$ cat src/rtl/shift_word_collector.sv
// shift_word_collector: rebuilds parallel words from a serial bit stream.
// Completed words are queued in a small FIFO behind a valid/ready handshake. Revision 1.0
`default_nettype none

module shift_word_collector #(
  parameter int WIDTH     = 16,
  parameter int DEPTH     = 2,
  parameter bit LSB_FIRST = 1'b1
) (
  input  logic                       Clock,
  input  logic                       Aclr,
  input  logic                       BitIn,
  input  logic                       BitValid,
  input  logic                       Clear,
  output logic [WIDTH-1:0]           WordOut,
  output logic                       WordValid,
  input  logic                       WordReady,
  output logic [$clog2(WIDTH)-1:0]   BitCount,
  output logic [$clog2(DEPTH):0]     FillLevel,
  output logic                       Overflow
);

  localparam int CW = $clog2(WIDTH);
  localparam int PW = $clog2(DEPTH);
  localparam logic [CW-1:0] LAST_BIT = CW'(WIDTH - 1);
  localparam logic [PW:0]   FULL_LVL = (PW + 1)'(DEPTH);

  typedef enum logic [0:0] {IDLE = 1'b0, ASSEMBLING = 1'b1} state_t;

  state_t            state, state_next;
  logic [WIDTH-1:0]  asm_reg, asm_next, shifted;
  logic [CW-1:0]     count_next;
  logic              push;

  always_ff @(posedge Clock or posedge Aclr) begin
    if (Aclr) begin
      state    <= IDLE;
      asm_reg  <= '0;
      BitCount <= '0;
    end else begin
      state    <= state_next;
      asm_reg  <= asm_next;
      BitCount <= count_next;
    end
  end

  // Clear outranks BitValid, so a bit on a Clear edge never completes a word.
  always_comb begin
    shifted    = LSB_FIRST ? {BitIn, asm_reg[WIDTH-1:1]} : {asm_reg[WIDTH-2:0], BitIn};
    state_next = state;
    asm_next   = asm_reg;
    count_next = BitCount;
    push       = 1'b0;
    if (Clear) begin
      state_next = IDLE;
      asm_next   = '0;
      count_next = '0;
    end else if (BitValid) begin
      asm_next = shifted;
      if (BitCount == LAST_BIT) begin
        push       = 1'b1;
        count_next = '0;
        state_next = IDLE;
      end else begin
        count_next = BitCount + 1'b1;
        state_next = ASSEMBLING;
      end
    end
  end

  logic [WIDTH-1:0] mem [DEPTH];
  logic [PW-1:0]    rd_ptr, wr_ptr, rd_next;
  logic [PW:0]      fill_next;
  logic [WIDTH-1:0] out_next;
  logic             pop, full, accept, drop;

  always_comb begin
    pop     = WordValid && WordReady;
    full    = (FillLevel == FULL_LVL);
    accept  = push && (!full || pop);
    drop    = push && full && !pop;
    rd_next = pop ? rd_ptr + 1'b1 : rd_ptr;
    case ({accept, pop})
      2'b10:   fill_next = FillLevel + 1'b1;
      2'b01:   fill_next = FillLevel - 1'b1;
      default: fill_next = FillLevel;
    endcase
    // The new head is the incoming word when it lands in the slot the read pointer moves to.
    out_next = (accept && (rd_next == wr_ptr)) ? shifted : mem[rd_next];
  end

  always_ff @(posedge Clock) begin
    if (accept) mem[wr_ptr] <= shifted;
  end

  always_ff @(posedge Clock or posedge Aclr) begin
    if (Aclr) begin
      rd_ptr    <= '0;
      wr_ptr    <= '0;
      FillLevel <= '0;
      WordOut   <= '0;
      Overflow  <= 1'b0;
    end else begin
      rd_ptr    <= rd_next;
      FillLevel <= fill_next;
      if (accept) wr_ptr <= wr_ptr + 1'b1;
      if (fill_next != '0) WordOut <= out_next;
      if (Clear) Overflow <= 1'b0;
      else if (drop) Overflow <= 1'b1;
    end
  end

  assign WordValid = (FillLevel != '0);

endmodule

`default_nettype wire

$ cat config.mk
export PLATFORM = sky130hd
export DESIGN_NAME = shift_word_collector
export DESIGN_NICKNAME = d
export VERILOG_FILES = /design/src/rtl/shift_word_collector.sv
export SDC_FILE = /design/constraint.sdc
export NUM_CORES = 1
export LEC_CHECK = 0
export BUFFER_PORTS_ARGS = -buffer_cell sky130_fd_sc_hd__buf_2
export CORE_ASPECT_RATIO = 1.75
export CORE_MARGIN = 2
export CORE_UTILIZATION = 60
export CTS_CLUSTER_SIZE = 16
export DETAILED_ROUTE_END_ITERATION = 8
export PLACE_DENSITY_LB_ADDON = 0.3
export SLEW_MARGIN = 0
export SYNTH_ARGS = -nofsm -noshare
export SYNTH_HDL_FRONTEND = slang
export SYNTH_SLANG_ARGS = --single-unit
export TNS_END_PERCENT = 100
$ cat constraint.sdc
create_clock -name Clock -period 4.35 [get_ports Clock]
set_clock_uncertainty 0.05 [all_clocks]
set_input_delay 1.0875 -clock Clock [delete_from_list [all_inputs] [get_ports Clock]]
set_output_delay 1.0875 -clock Clock [all_outputs]
set_load 0.05 [all_outputs]
==> key figures, run 1 <==
Yosys
  • Yosys reg bits: 72
  • Top-area cell type share of the netlist area: 33.1%
  • Synthesis Warnings: 0
  • Most instantiated cells after synthesis: dfrtp_1, inv_1, edfxtp_1, mux2i_1, nor2_1
  • Post-synth EDFFs: 32
  • Leading area contributor after synthesis: dfrtp_1
  • Mapped Area: 3030 µm²
  • Synth Flop Type: dfrtp_1
  • Register area share after synthesis: 64.8%
  • Syn Area/Cell: 13.1 µm²
  • Most frequent cell after synthesis: dfrtp_1
  • Post-Syn Nets: 238
  • Largest cells by area after synthesis: dfrtp_1, edfxtp_1, mux2i_1
  • Yosys cell types: 36
  • Post-Syn Instances: 231
  • Async set or reset register ratio after synthesis: 55.6%

Layout
  • Max reg flops: 32
  • Fin util: 68.7%
  • Post-route cell area: 3390 µm²
  • # fillers: 350
  • P&R area growth vs syn: 12.0%
  • # nets final: 272
  • Antenna Cells: 0
  • Fraction of layout cells with a size suffix above 1: 20.4%

Clocking
  • Clock Path Buffers: 2
  • Clk root buf: clkbuf_8
  • Post-CTS setup repair buffer count: 0
  • Cts-stage hold buffer count: 0
  • Resized cells post-CTS: 0
  • Sink Count: 72
  • CTS tree: yes
  • Cts bufs inserted: 9
  • Worst skew pair latency: 0.34 ns
  • Reg clk slew, reported paths: 0.07 ns
  • Number of H-tree levels: 3

Drt
  • Drt wl/cell: 16.7 µm
  • Final ANT Viol Nets: 0
  • Routed vias: 1835
  • Via density: 5.66
  • Final WL: 5400 µm
  • Post-route DRC violation count: 0
  • Drt pass-1 iters: 5
  • DR iter-0 viols: 79

Global routing
  • Largest net degree at the start of global routing: 24
  • First-pass GRT wire length: 8730 µm
  • Vias in the first global route: 1850
  • Initial antenna violation count: 0
  • Overflow after GRT: 0
  • Tot GR Track Use: 21.0%

STA
  • Final setup fails: 0
  • Period utilisation layout: 68.3%
  • Slew HR: 38.0%
  • Worst slew pin tran: 0.929 ns
  • Setup slack after layout: 1.38 ns
  • Max Clk Rate: 336 MHz
  • Count of final hold-check violations: 0
  • Fin crit period: 2.97 ns
  • RSZ-0062 raised after global routing: false
  • Fin. max-slew vios: 0
  • Setup TNS: 0 ns

Place
  • HPWL after detailed placement: 3330 µm
  • RePlAce Congestion: 0.788
  • I/O Buffers: 29
  • Placed cell area: 3200 µm²
  • Dpl ws: 1.04 ns

Hold path
  • Hold EP: mem[1][0]
  • Hold_sp: asm_reg[1]
  • Worst Hold Path Cells: 0
  • Hold Path Class: reg -> reg

Critical path
  • Kind of critical path: in -> reg
  • Worst flop-to-flop path endpoint: WordOut[8]
  • Flop-to-flop setup slack: 1.80 ns
  • CP max stage cell: a222oi_1
  • WP data arrival: 3.14 ns
  • Startpoint types: input pin
  • Reg2reg start: BitCount[0]
  • Critical Path RT: 4.51 ns
  • Worst Reg-to-Reg Cells: 6
  • Worst path bufs/invs: 2
  • CP Capture Type: register
  • Crit-path max cell delay: 0.54 ns
  • CP Max Fanout: 21
  • Worst path depth: 7
  • Worst path top cell family by delay: compound AO/OA/AOI/OAI gates
  • CP Cell Sequence: buf_2, buf_4, and4_4, a31oi_1, o32a_1, nand3_1, a222oi_1

Floorplan
  • Die height: 98.0 µm
  • Core area: 4930 µm²
  • IO Count: 30
  • Die area: 5650 µm²
  • Die Width: 57.7 µm
  • Starting density of the core: 61.3%
  • # rows: 34

Outcome
  • Status: finished, final reports clean

Power
  • Power, Total: 1250 µW
  • Total power divided by cell area: 368 nW/µm²
  • Peak VDD IR: 0.000319 V
  • Static Leak: 0.00163 µW

Flow run
  • Max Cap Viol: 0
## worst max-delay path by stage
stage	slack [ns]	to	startpoint
detailed placement	1.04	WordOut[10]	BitValid
global placement	1.18	WordOut[8]	BitValid
floorplan	1.66	mem[0][0]	BitValid
global route	1.27	WordOut[8]	BitValid
finish	1.38	WordOut[8]	BitValid
CTS	1.42	WordOut[8]	BitValid
## per-stage QoR
| step | hold WS [ns] | instances |
|---|---|---|
| final | 0.460 | 324 |
| after global routing | 0.498 | 324 |
| after CTS | 0.454 | 324 |
| after detailed placement | 0.438 | 308 |
| after global placement | 0.429 | 308 |
| after floorplan | 0.413 | 231 |
## worst reg2reg max path, cell delays in order (launching register included)
cell and delay, ns:
dfrtp_1 0.42, ha_1 0.27, and4_4 0.21, a31oi_1 0.24, o32a_1 0.20, nand3_1 0.50
a222oi_1 0.54
## layer usage
metal,GRT usage [%],vias up,part of all wire (%)
li1,-,890,-
met4,12.0,0,2.6
met1,24.2,892,40
met2,35.0,39,54
met3,4.90,14,2.9
met5,0,-,0
## placed cells by master, fill, tap and decap left out, types with 2 or more instances in the layout
master | synthesis | routed
a222oi_1 | 16 | 16
buf_2 | 4 | 29
and3_1 | 2 | 2
nand2_1 | 9 | 9
edfxtp_1 | 32 | 32
o21ai_0 | 3 | 3
clkbuf_8 | 0 | 9
mux2i_1 | 32 | 32
dfrtp_1 | 40 | 40
nand3_1 | 2 | 2
inv_1 | 35 | 35
clkinvlp_4 | 0 | 2
clkinv_2 | 0 | 3
nor2_1 | 24 | 24
xnor2_1 | 2 | 2
buf_4 | 0 | 4
a21oi_1 | 5 | 5
## cells by family (layout without fill, tap and decap cells)
| logic type | after synthesis | count (layout) | synth area share [%] |
|---|---|---|---|
| AND/OR/NAND/NOR | 44 | 44 | 6.61 |
| adder cells (fa/ha/maj) | 1 | 1 | 0.413 |
| flip-flops | 72 | 72 | 64.8 |
| AO/OA/AOI/OAI | 32 | 32 | 8.89 |
| XOR/XNOR | 4 | 4 | 1.78 |
| buffers and inverters | 45 | 84 | 6.53 |
| multiplexers | 33 | 33 | 11.0 |
## cell type report
class | count | area (µm²) | area share [%]
timing repair buffer | 33 | 175 | 5.17
clock buffer | 10 | 128 | 3.76
clock inverter | 6 | 60.1 | 1.77
tap | 54 | 67.6 | 1.99
multi-input combinational | 114 | 867 | 25.6
sequential | 72 | 1960 | 57.9
inverter | 35 | 131 | 3.87
## report_power, final
| group | total (µW) | internal, µW | leakage, µW | switching, µW |
|---|---|---|---|---|
| registers | 712 | 709 | 0.000795 | 3.06 |
| logic | 37.4 | 10.4 | 0.000745 | 27.0 |
| clock network | 500 | 262 | 0.0000920 | 238 |
No activity file was read; power rests on OpenSTA's default activity.
==> run 2, diff against run 1 <==
--- a/config.mk
+++ b/config.mk
@@ -5,10 +5,11 @@
 export SDC_FILE = /design/constraint.sdc
 export NUM_CORES = 1
 export LEC_CHECK = 0
+export ABC_AREA = 1
 export BUFFER_PORTS_ARGS = -buffer_cell sky130_fd_sc_hd__buf_2
 export CORE_ASPECT_RATIO = 1.75
 export CORE_MARGIN = 2
-export CORE_UTILIZATION = 60
+export CORE_UTILIZATION = 58
 export CTS_CLUSTER_SIZE = 16
 export DETAILED_ROUTE_END_ITERATION = 8
 export PLACE_DENSITY_LB_ADDON = 0.3
==> constraint.sdc (replaced) <==
create_clock -name Clock -period 3.04 [get_ports Clock]
set_clock_uncertainty 0.05 [all_clocks]
set_input_delay 0.76 -clock Clock [delete_from_list [all_inputs] [get_ports Clock]]
set_output_delay 0.76 -clock Clock [all_outputs]
set_load 0.05 [all_outputs]
==> run 2 against run 1 <==
Net effect:
- synthesized cell count is 41% higher
- non-clock buffer count is 1 higher
- sequential power is 69% higher
- critical path depth is 2 higher
- highest routed layer unchanged
==> key figures, run 2 <==
Outcome
  • Status: finished, final reports clean

Yosys
  • Syn Area/Cell: 9.76 µm² (-26%)
  • Largest cells by area after synthesis: dfrtp_1, edfxtp_1, nand3_1
  • Post-Syn Instances: 326 (+41%)
  • Most instantiated cells after synthesis: nand2_1, nand3_1, inv_1
  • Async set or reset register ratio after synthesis: 55.6% (unchanged)
  • Mapped Area: 3180 µm² (+5.1%)
  • Synthesis Warnings: 0 (unchanged)
  • Synth Flop Type: dfrtp_1
  • Leading area contributor after synthesis: dfrtp_1
  • Yosys reg bits: 72 (unchanged)
  • Most frequent cell after synthesis: nand2_1
  • Register area share after synthesis: 61.7% (-3.2 points)
  • Post-Syn Nets: 333 (+40%)
  • Top-area cell type share of the netlist area: 31.5% (-1.6 points)
  • Yosys cell types: 24 (-33%)
  • Post-synth EDFFs: 32 (unchanged)

Clocking
  • Number of H-tree levels: 3 (unchanged)
  • Sink Count: 72 (unchanged)
  • Clock Path Buffers: 2 (unchanged)
  • Worst skew pair latency: 0.34 ns (about the same)
  • CTS tree: yes
  • Post-CTS setup repair buffer count: 0 (unchanged)
  • Clk root buf: clkbuf_8
  • Cts bufs inserted: 9 (unchanged)
  • Cts-stage hold buffer count: 0 (unchanged)
  • Resized cells post-CTS: 0 (unchanged)
  • Reg clk slew, reported paths: 0.07 ns (about the same)

Drt
  • DR iter-0 viols: 142 (+80%)
  • Drt pass-1 iters: 5 (unchanged)
  • Final ANT Viol Nets: 0 (unchanged)
  • Routed vias: 2407 (+31%)
  • Drt wl/cell: 15.8 µm (-5.3%)
  • Post-route DRC violation count: 0 (unchanged)
  • Via density: 5.51 (-2.7%)
  • Final WL: 6890 µm (+28%)

Global routing
  • Initial antenna violation count: 0 (unchanged)
  • Vias in the first global route: 2334 (+26%)
  • First-pass GRT wire length: 11600 µm (+33%)
  • Largest net degree at the start of global routing: 41 (+71%)
  • Tot GR Track Use: 26.1% (+5.1 points)
  • Overflow after GRT: 0 (unchanged)

Critical path
  • Kind of critical path: in -> reg
  • Worst Reg-to-Reg Cells: 8 (+2)
  • Flop-to-flop setup slack: 0.97 ns (-0.83 ns)
  • Startpoint types: input pin
  • Crit path top cell by count: inv_2
  • Worst path bufs/invs: 5 (+3)
  • CP Cell Sequence: buf_2, inv_2, nand2_4, inv_2, nand2_2, nor2_8, inv_1, nor2_1, buf_4
  • Worst flop-to-flop path endpoint: mem[1][1]
  • CP Max Fanout: 19 (-9.5%)
  • Critical Path RT: 3.02 ns (-1.49 ns)
  • CP max stage cell: nor2_8
  • CP Capture Type: register
  • Reg2reg start: BitCount[0]
  • Worst path top cell family by delay: buffers and inverters
  • Crit-path max cell delay: 0.27 ns (-0.27 ns)
  • WP data arrival: 2.09 ns (-1.05 ns)

Layout
  • P&R area growth vs syn: 11.8%
  • Most common cell after layout, fill and taps aside: nand2_1
  • Max reg flops: 32 (unchanged)
  • Fin util: 67.1% (-1.6 points)
  • Commonest cells after routing, fill and taps aside: nand2_1, nand3_1, inv_1, dfrtp_1, edfxtp_1
  • Antenna Cells: 0 (unchanged)
  • Fraction of layout cells with a size suffix above 1: 16.8% (-3.6 points)
  • # fillers: 443 (+27%)
  • Fin cells: 437 (+35%)
  • # nets final: 366 (+35%)

Floorplan
  • Starting density of the core: 60.0% (-1.3 points)
  • Die area: 6120 µm² (+8.3%)
  • IO Count: 30 (unchanged)
  • Core area: 5300 µm² (+7.4%)
  • Die height: 102 µm (+4.1%)
  • # rows: 35 (+2.9%)
  • Die Width: 60.0 µm (+4.0%)

STA
  • Period utilisation layout: 69.4%
  • Max Clk Rate: 474 MHz
  • Setup TNS: 0 ns (unchanged)
  • Final hold slack: 0.426 ns (-0.0344 ns)
  • Fin crit period: 2.11 ns
  • RSZ-0062 raised after global routing: false
  • Final setup fails: 0 (unchanged)
  • Slew HR: 66.1% (+28 points)
  • Fin. max-slew vios: 0 (unchanged)
  • Worst slew pin tran: 0.509 ns (-0.420 ns)
  • Count of final hold-check violations: 0 (unchanged)

Hold path
  • Hold EP: WordOut[13]
  • Hold Path Class: reg -> reg
  • Hold_sp: WordOut[13]
  • Worst Hold Path Cells: 2 (+2)

Power
  • Peak VDD IR: 0.000551 V (+73%)
  • Static Leak: 0.00169 µW (+3.8%)
  • Total power divided by cell area: 794 nW/µm² (+120%)

Place
  • RePlAce Congestion: 0.850 (+7.9%)
  • I/O Buffers: 29 (unchanged)
  • HPWL after detailed placement: 4900 µm (+47%)
  • Inst Count DP: 422 (+37%)

Flow run
  • Max Cap Viol: 0 (unchanged)
## run 2: area by class of cell
cell class / count / area [µm²] / area share, %
flip-flops and latches: 72 / 1960 / 55.2
multi-input cells: 196 / 970 / 27.3
repair buffers: 34 / 183 / 5.14
clock buffers: 15 / 176 / 4.96
inverters: 46 / 173 / 4.86
well taps: 74 / 92.6 / 2.60
## run 2: stage by stage
step | power [µW] | instance area [µm²] | setup WS, ns
after floorplan | 1950 | 3180 | 0.436
after global placement | 2140 | 3380 | 0.670
after detailed placement | 2160 | 3380 | 0.604
after CTS | 2830 | 3560 | 0.950
after global routing | 2970 | 3560 | 0.780
final | 2820 | 3560 | 0.930
## run 2: worst max-delay path by stage
stage               cells past startpoint  slack (ns)   startpoint    endpoint
global placement                        9        0.67        Clear   mem[1][4]
global route                            8        0.78  BitCount[0]  mem[1][15]
CTS                                     9        0.95        Clear   mem[1][4]
detailed placement                      9        0.60        Clear   mem[1][4]
floorplan                               7        0.44  BitCount[0]   mem[1][0]
finish                                  9        0.93        Clear   mem[1][1]
## run 2: tightest hold or removal path, delay by kind of cell (launching register included)
family / cells / cell delay (ns)
AND/OR/NAND/NOR: 2 / 0.12
flip-flops: 1 / 0.33
## run 2: per-layer routing
| layer | routed length (µm) | vias up | global-route usage [%] |
|---|---|---|---|
| li1 | - | 1149 | - |
| met4 | 314 | 0 | 14.9 |
| met3 | 308 | 25 | 4.81 |
| met1 | 2720 | 1152 | 34.8 |
| met5 | 0 | - | 0 |
| met2 | 3550 | 81 | 39.5 |
## run 2: report_power, final
part	internal, µW	switching, µW
Sequential	1130	74.6
Clock	361	322
Combinational	218	718
Total	1710	1110
## run 2: kinds of logic after synthesis
family                   share of synthesized area [%]
AO/OA/AOI/OAI                                     4.64
adder cells (fa/ha/maj)                          0.393
buffers and inverters                             7.86
flip-flops                                        61.7
AND/OR/NAND/NOR                                   25.4
